<file path="src/rtl/spiker_seq_pkg.sv">
// Shared state encoding and default widths for the spiker step sequencer.
package spiker_seq_pkg;

  localparam int DEF_STEP_W = 16;
  localparam int DEF_TMO_W  = 16;

  typedef enum logic [2:0] {
    IDLE,
    ISSUE,
    WAIT_CORE,
    CAPTURE,
    FINISH
  } seq_state_e;

endpackage

</file>
<file path="src/rtl/spiker_step_watchdog.sv">
// Per-step watchdog: down-counter loaded with the limit at step issue,
// terminal count at 1 flags the limit-th waiting cycle; a limit of 0 never expires.
module spiker_step_watchdog
  import spiker_seq_pkg::*;
#(
  parameter int TMO_W = DEF_TMO_W
) (
  input  logic             clk,
  input  logic             rst,
  input  logic             load,
  input  logic             enable,
  input  logic [TMO_W-1:0] limit,
  output logic             expire
);

  logic [TMO_W-1:0] remain;

  always_ff @(posedge clk) begin
    if (rst) begin
      remain <= '0;
    end else if (load) begin
      remain <= limit;
    end else if (enable && (remain != '0)) begin
      remain <= remain - TMO_W'(1);
    end
  end

  // Parks at 0 after the terminal count, so expire fires at most once per load.
  assign expire = enable && (remain == TMO_W'(1));

endmodule

</file>
<file path="src/rtl/spiker_step_sequencer.sv">
// Runs a multi-timestep inference: one core step request per timestep,
// a writer sample pulse after each step, and busy/done/timeout status.
//
// state     | meaning
// ----------+-----------------------------------------------------------
// IDLE      | no run; start accepted here only
// ISSUE     | step pending, stalled on writer_ready_i
// WAIT_CORE | step request sent, waiting for core_ready_i, watchdog live
// CAPTURE   | sample pulse to writer, decide next step or finish
// FINISH    | done pulse, back to IDLE
module spiker_step_sequencer
  import spiker_seq_pkg::*;
#(
  parameter int STEP_W = DEF_STEP_W,
  parameter int TMO_W  = DEF_TMO_W
) (
  input  logic              clk_i,
  input  logic              rst_i,
  input  logic              start_i,
  input  logic              abort_i,
  input  logic [STEP_W-1:0] n_steps_i,
  input  logic [TMO_W-1:0]  timeout_cycles_i,
  input  logic              writer_ready_i,
  output logic              core_valid_o,
  input  logic              core_ready_i,
  output logic              sample_o,
  output logic              busy_o,
  output logic              done_o,
  output logic              timeout_o,
  output logic [STEP_W-1:0] step_count_o
);

  seq_state_e        state_q, state_d;
  logic [STEP_W-1:0] n_steps_q, n_steps_d;
  logic [STEP_W-1:0] step_count_d;
  logic              core_valid_d, sample_d, busy_d, done_d, timeout_d;
  logic              accept_start, issue, wd_expire;

  assign accept_start = (state_q == IDLE) && start_i && !abort_i;

  spiker_step_watchdog #(.TMO_W(TMO_W)) u_watchdog (
    .clk    (clk_i),
    .rst    (rst_i),
    .load   (issue),
    .enable (state_q == WAIT_CORE),
    .limit  (timeout_cycles_i),
    .expire (wd_expire)
  );

  always_ff @(posedge clk_i) begin
    if (rst_i) begin
      state_q      <= IDLE;
      n_steps_q    <= '0;
      step_count_o <= '0;
      core_valid_o <= 1'b0;
      sample_o     <= 1'b0;
      busy_o       <= 1'b0;
      done_o       <= 1'b0;
      timeout_o    <= 1'b0;
    end else begin
      state_q      <= state_d;
      n_steps_q    <= n_steps_d;
      step_count_o <= step_count_d;
      core_valid_o <= core_valid_d;
      sample_o     <= sample_d;
      busy_o       <= busy_d;
      done_o       <= done_d;
      timeout_o    <= timeout_d;
    end
  end

  // Issue decisions look at writer_ready_i in the deciding cycle so the
  // registered core_valid_o appears one cycle after a start or capture.
  always_comb begin
    state_d = state_q;
    case (state_q)
      IDLE: begin
        if (start_i && (n_steps_i != '0)) begin
          state_d = writer_ready_i ? WAIT_CORE : ISSUE;
        end
      end
      ISSUE: begin
        if (writer_ready_i) state_d = WAIT_CORE;
      end
      WAIT_CORE: begin
        if (core_ready_i)   state_d = CAPTURE;
        else if (wd_expire) state_d = FINISH;
      end
      CAPTURE: begin
        if (step_count_o == n_steps_q) state_d = FINISH;
        else                           state_d = writer_ready_i ? WAIT_CORE : ISSUE;
      end
      FINISH:  state_d = IDLE;
      default: state_d = IDLE;
    endcase
    if (abort_i) state_d = IDLE;
  end

  always_comb begin
    issue        = (state_d == WAIT_CORE) && (state_q != WAIT_CORE);
    core_valid_d = issue;
    sample_d     = (state_d == CAPTURE);
    busy_d       = (state_d != IDLE);
    done_d       = (state_d == FINISH) || (accept_start && (n_steps_i == '0));
    n_steps_d    = n_steps_q;
    step_count_d = step_count_o;
    timeout_d    = timeout_o;
    // A zero-step start clears timeout but keeps the previous step count.
    if (accept_start) begin
      timeout_d = 1'b0;
      if (n_steps_i != '0) begin
        n_steps_d    = n_steps_i;
        step_count_d = '0;
      end
    end
    if (state_d == CAPTURE) step_count_d = step_count_o + STEP_W'(1);
    if ((state_q == WAIT_CORE) && wd_expire && !core_ready_i && !abort_i) timeout_d = 1'b1;
  end

endmodule

</file>
<file path="config.mk">
export PLATFORM = sky130hd
export DESIGN_NAME = spiker_step_sequencer
export DESIGN_NICKNAME = d
export VERILOG_FILES = /design/src/rtl/spiker_seq_pkg.sv /design/src/rtl/spiker_step_watchdog.sv /design/src/rtl/spiker_step_sequencer.sv
export SDC_FILE = /design/constraint.sdc
export NUM_CORES = 1
export LEC_CHECK = 0
export BUFFER_PORTS_ARGS = -buffer_cell sky130_fd_sc_hd__buf_2
export CAP_MARGIN = 20
export CORE_ASPECT_RATIO = 1.1
export CORE_MARGIN = 1.5
export CORE_UTILIZATION = 60
export DETAILED_ROUTE_END_ITERATION = 8
export PLACE_DENSITY = 0.86
export RECOVER_POWER = 100
export SETUP_SLACK_MARGIN = 0.1
export SYNTH_ARGS = -nofsm -noshare
export SYNTH_HDL_FRONTEND = slang
export SYNTH_SLANG_ARGS = --single-unit
</file>
<file path="constraint.sdc">
create_clock -name clk_i -period 5 [get_ports clk_i]
set_input_delay 0.75 -clock clk_i [delete_from_list [all_inputs] [get_ports clk_i]]
set_output_delay 0.75 -clock clk_i [all_outputs]
set_load 0.01 [all_outputs]
</file>
# Word-level counts from Yosys, hierarchy flattened
# Cells that the tools add are included.
[classes]
add_sub_neg = 2
eq_ne = 9
n_reduce_logical = 24
muxes = 15
[ops]
columns = ["operator", "count"]
rows = [
  ["2-to-1 mux 16 bit", 5],
  ["nonzero test 16 bit", 2],
  ["2-to-1 mux 3 bit", 6],
  ["adder 16 x 1 -> 16 bit (second input constant)", 1],
  ["== test 16 x 1 -> 1 bit (second input constant)", 1],
  ["== test 16 bit", 1],
  ["logical NOT 16 bit", 1],
  ["subtractor 16 x 1 -> 16 bit (second input constant)", 1],
  ["== test 3 x 2 -> 1 bit (second input constant)", 4],
  ["one-hot mux 3 bit (4 select lines)", 1],
  ["logical AND 1 bit", 10],
  ["nonzero test 2 bit", 4],
  ["AND reduction 2 bit", 2],
  ["== test 3 x 1 -> 1 bit (second input constant)", 1],
  ["== test 3 bit (second input constant)", 1],
  ["logical NOT 3 bit", 1],
  ["inequality test 3 x 2 -> 1 bit (second input constant)", 1],
  ["nonzero test 3 bit", 1],
  ["logical NOT 1 bit", 2],
  ["2-to-1 mux 1 bit", 2],
  ["2-to-1 mux 2 bit", 1],
  ["logical OR 1 bit", 1],
]
[totals]
word_cells = 59
out_inout_bits = 21
reg_bits = 56

# Longest topological paths before layout
[logic_depth]
depth_word = 9
depth_mapped = 8
depth_no_buf = 8

# Hierarchy
# A second synthesis with hierarchy kept.
[unflattened]
hier_cells = 352
area_unflattened_um2 = 3126.7
[modules_own_cells]
columns = ["module", "cells_per_inst", "seq_area_each_um2", "n_inst", "area_per_inst_um2"]
rows = [
  ["spiker_step_sequencer", 226, 800.8, 1, 2069.5],
  ["spiker_step_watchdog", 126, 320.3, 1, 1057.3],
]

# Worst setup path before layout
# Ideal clock, no wire load.
[synth_path]
path_kind = "in2reg"
from = "input n_steps_i[0]"
to = "register n_steps_q[0]"
t_required_ns = 4.872
t_arrival_ns = 2.066
path_stages = 7
setup_slack_ns = 2.806
cell_sequence = "nor4_1 -> and4_1 -> or3_1 -> buf_2 -> buf_2 -> mux2i_1 -> nor2_1"
[synth_between]
elab_chain_len = 2
[synth_rtl]
columns = ["item", "line", "source"]
rows = [
  ["start: declaration", "spiker_step_sequencer.sv:21", "input logic [STEP_W-1:0] n_steps_i,"],
  ["nonzero test 16 bit", "spiker_step_sequencer.sv:111", "if (n_steps_i != '0) begin"],
  ["AND reduction 2 bit (no line)", "--", ""],
  ["end signal: assignment", "spiker_step_sequencer.sv:62", "n_steps_q <= n_steps_d;"],
  ["end: declaration", "spiker_step_sequencer.sv:34", "logic [STEP_W-1:0] n_steps_q, n_steps_d;"],
]
# Several ways; a longest one is shown, not always the timed one.
# A chain may end at the register's enable or synchronous reset.

# Worst setup path in the final report
[layout_path]
from = "input abort_i"
to = "register step_count_o[12]"
[layout_between]
elab_chain_len = 4
elab_cells_between_ends = 8
classes_between = "eq/ne: 1; mux: 2; reduce/logical: 5"
[layout_rtl]
columns = ["item", "line", "source"]
rows = [
  ["start: declaration", "spiker_step_sequencer.sv:20", "input logic abort_i,"],
  ["2-to-1 mux 3 bit / logical NOT 1 bit (equally long branches)", "spiker_step_sequencer.sv:96, spiker_step_sequencer.sv:39", ""],
  ["== test 3 x 2 -> 1 bit / logical AND 1 bit (equally long branches)", "spiker_step_sequencer.sv:116, spiker_step_sequencer.sv:39", ""],
  ["nonzero test 2 bit (no line)", "--", ""],
  ["AND reduction 2 bit (no line)", "--", ""],
  ["end signal: assignment", "spiker_step_sequencer.sv:63", "step_count_o <= step_count_d;"],
  ["end: declaration", "spiker_step_sequencer.sv:30", "output logic [STEP_W-1:0] step_count_o"],
]
# Several ways; a longest one is shown, not always the timed one.

==> qor.json <==
{
  "status": {"value": "finished, final reports clean"},
  "routed_wire_length_per_instance": {"value": 16.3, "unit": "um"},
  "synth_compound_area_frac": {"value": 0.171},
  "syn_to_final_growth": {"value": 10.6, "unit": "%"},
  "timing.slew.headroom": {"value": 0.279},
  "p_leak": {"value": 0.00131, "unit": "uW"},
  "combinational_family_with_the_most_area_after_synthesis": {"value": "simple AND/OR/NAND/NOR gates"},
  "ant_diodes": {"value": 0},
  "highest_clock_frequency_the_design_can_meet": {"value": 0.329, "unit": "GHz"},
  "floorplan.die_area": {"value": 5550, "unit": "um^2"},
  "maximum_number_of_pins_on_one_net_before_global_route_repair": {"value": 55},
  "tightestPinTransition": {"value": 1.08, "unit": "ns"},
  "synth-edff-count": {"value": 0},
  "unrepaired_setup_endpoints_after_global_routing": {"value": "false"},
  "cts_htree_levels": {"value": 2},
  "synth_largest_area_cell": {"value": "dfxtp_1"},
  "cts_setup_buffers": {"value": 0},
  "postCtsHoldBufs": {"value": 0},
  "grt_first_pass_wirelength": {"value": 12500, "unit": "um"},
  "dominantRegCellSynth": {"value": "dfxtp_1"},
  "crit_type": {"value": "in -> reg"},
  "routed-wl-met3": {"value": 407, "unit": "um"},
  "tritoncts": {"value": "done"},
  "chipWidth": {"value": 71.2, "unit": "um"},
  "design.portCount": {"value": 59},
  "m1_wire_length": {"value": 3120, "unit": "um"},
  "worst_setup_hold_path_clk_slew": {"value": 0.11, "unit": "ns"},
  "placed_cells": {"value": 450},
  "die_h": {"value": 78.0, "unit": "um"},
  "cts.sinks": {"value": 56},
  "detailroute.via_count": {"value": 2879},
  "power.density_cell_area": {"value": 283, "unit": "nW/um^2"},
  "report.final.slew_viol_count": {"value": 0},
  "most_frequent_cells_in_the_layout": {"value": "56 x dfxtp_1, 45 x nor2_1, 35 x buf_2"},
  "post_drt_via_cell_ratio": {"value": 6.27},
  "cts-resized-gates": {"value": 0},
  "postSynthCellCount": {"value": 352},
  "detail_route.drc_violations": {"value": 0},
  "synth_fp_nets": {"value": 394},
  "synth-seq-area-share": {"value": 0.366},
  "globalRouteOverflowTotal": {"value": 0},
  "max_cap_viol_count": {"value": 0},
  "setup_viol_count_final": {"value": 0},
  "synthArstFlopShare": {"value": 0},
  "globalplace.congestion": {"value": 0.863},
  "place.detailed.hpwl": {"value": 5230, "unit": "um"},
  "critical_path_data_arrival_time": {"value": 3.22, "unit": "ns"},
  "finish.cell_count_without_fillers": {"value": 459},
  "fillers": {"value": 433},
  "fin_setup_tns": {"value": 0, "unit": "ns"},
  "top_cell_type_s_share_of_synthesized_area": {"value": 0.366},
  "max-clock-path-buffers": {"value": 2},
  "drtIter0Drc": {"value": 176},
  "floorplan.core_area": {"value": 4970, "unit": "um^2"},
  "post_synth_mux_area_share": {"value": 0.0592},
  "synth.distinct_cells": {"value": 58},
  "dominant_cells_by_area_after_synthesis": {"value": "dfxtp_1 37%, mux2i_1 5.5%, nor2_1 5.5%, xnor2_1 4.6%, nor3_1 4.2%"},
  "number_of_global_route_vias_before_repair": {"value": 2695},
  "drt.antenna.violating_nets": {"value": 0},
  "final_core_util": {"value": 0.683},
  "port-buffer-count": {"value": 58},
  "synth_seq_cells": {"value": 56},
  "synth-xor-area-share": {"value": 0.0714},
  "met2RoutedLength": {"value": 3770, "unit": "um"},
  "antenna_violations_before_repair": {"value": 0},
  "std_cell_rows": {"value": 27},
  "track_usage": {"value": 0.280},
  "layout.nets": {"value": 442},
  "timing.final.hold_violations": {"value": 0},
  "clkLatencyLatePin": {"value": 0.32, "unit": "ns"},
  "cts_inserted_buffers": {"value": 5},
  "crit_path_start_kind": {"value": "primary input"},
  "drt_pre_antenna_iters": {"value": 5},
  "skew": {"value": 0.00850, "unit": "ns"},
  "final_common_cell": {"value": "dfxtp_1"},
  "floorplan.initialDensity": {"value": 0.618},
  "yosys.area_share.adder": {"value": 0.0163},
  "worst_setup_path_end_kind": {"value": "flop"},
  "post_synth_and_or_nand_nor_area_fraction": {"value": 0.272},
  "detail_route.wirelength": {"value": 7460, "unit": "um"},
  "ctsRootBufferMaster": {"value": "clkbuf_8"},
  "final_period_util": {"value": 0.609},
  "post_synth_instance_area": {"value": 3070, "unit": "um^2"},
  "topRoutingLayerUsed": {"value": "met4"},
  "worstPathRequired": {"value": 5.17, "unit": "ns"},
  "multi_input_area": {"value": 1790, "unit": "um^2"},
  "share_of_post_route_cells_with_drive_strength_above_1": {"value": 0.147},
  "period_needed": {"value": 3.04, "unit": "ns"},
  "timing.critical_path.fanout_max": {"value": 20},
  "synth_warnings": {"value": 0},
  "syn_avg_cell_area": {"value": 8.71, "unit": "um^2"},
  "layout.area.seq": {"value": 1120, "unit": "um^2"},
  "hold_class": {"value": "reg -> reg"},
  "worst_ir_drop_vdd": {"value": 0.000233, "unit": "V"}
}
-- through the flow --
| stage | hold WS, ns | power [uW] | area [um^2] | worst slack, ns |
|---|---|---|---|---|
| after floorplan | 0.463 | 621 | 3070 | 2.81 |
| after global placement | 0.491 | 657 | 3320 | 2.08 |
| after detailed placement | 0.515 | 664 | 3320 | 2.02 |
| after CTS | 0.541 | 964 | 3440 | 2.35 |
| after global routing | 0.560 | 999 | 3390 | 1.83 |
| final | 0.537 | 959 | 3390 | 1.96 |
-- area by class of cell --
cell class	instances	share of cell area
multi-input combinational	271	0.528
sequential	56	0.331
timing repair buffer	60	0.0793
tap	58	0.0214
clock buffer	5	0.0203
clock inverter	3	0.0140
inverter	6	0.00664
-- cells by family after synthesis --
kind of cell    after synthesis
mux                          18
flops                        56
compound gates               68
xor+xnor                     25
fa+ha+maj                     4
buf+inv                      25
simple gates                156
-- layer usage --
metal | vias up | global-route usage
met4 | 0 | 0.100
met3 | 15 | 0.0442
met1 | 1366 | 0.341
met2 | 111 | 0.493
li1 | 1387 | -
met5 | - | 0
-- critical path, stage by stage --
cell and delay [ns]:
clkbuf_1 0.15, nor2_1 0.33, nand4b_1 0.72, o31ai_1 0.31
clkbuf_1 0.48, o21ai_0 0.19, a22oi_1 0.21, nor2_1 0.06
-- report_power, final --
| group | total [uW] | leakage (uW) | switching (uW) | internal (uW) |
|---|---|---|---|---|
| Combinational | 166 | 0.000794 | 95.8 | 69.9 |
| Sequential | 486 | 0.000455 | 20.0 | 466 |
| Clock | 307 | 0.0000583 | 156 | 151 |
-- final timing paths --
check        cells after the start                               start  slack (ns)                                  to
min reg2reg                      2  u_watchdog.remain[11]$_SDFFE_PP0P_        0.54  u_watchdog.remain[11]$_SDFFE_PP0P_
max reg2reg                      7               state_q[2]$_SDFF_PP0_        2.14       step_count_o[12]$_SDFFE_PP0P_
min                              2  u_watchdog.remain[11]$_SDFFE_PP0P_        0.54  u_watchdog.remain[11]$_SDFFE_PP0P_
max                              8                             abort_i        1.96       step_count_o[12]$_SDFFE_PP0P_
-- Yosys cell counts, drive strengths merged, types with 8 or more instances --
| master | count |
|---|---|
| nor3 | 26 |
| o21ai | 14 |
| a21oi | 12 |
| dfxtp | 56 |
| nand2 | 24 |
| xnor2 | 16 |
| nand3 | 14 |
| xor2 | 9 |
| nor2 | 45 |
| buf | 8 |
| a211oi | 13 |
| clkbuf | 11 |
| nor4 | 9 |
| mux2i | 17 |
-- flip-flops by register name, summed over array words and instances (netlist names) --
register           cells
core_valid_o           1
done_o                 1
busy_o                 1
state_q                3
step_count_o          16
n_steps_q             16
u_watchdog.remain     16
timeout_o              1
sample_o               1
(Power assumes the default switching activity.)
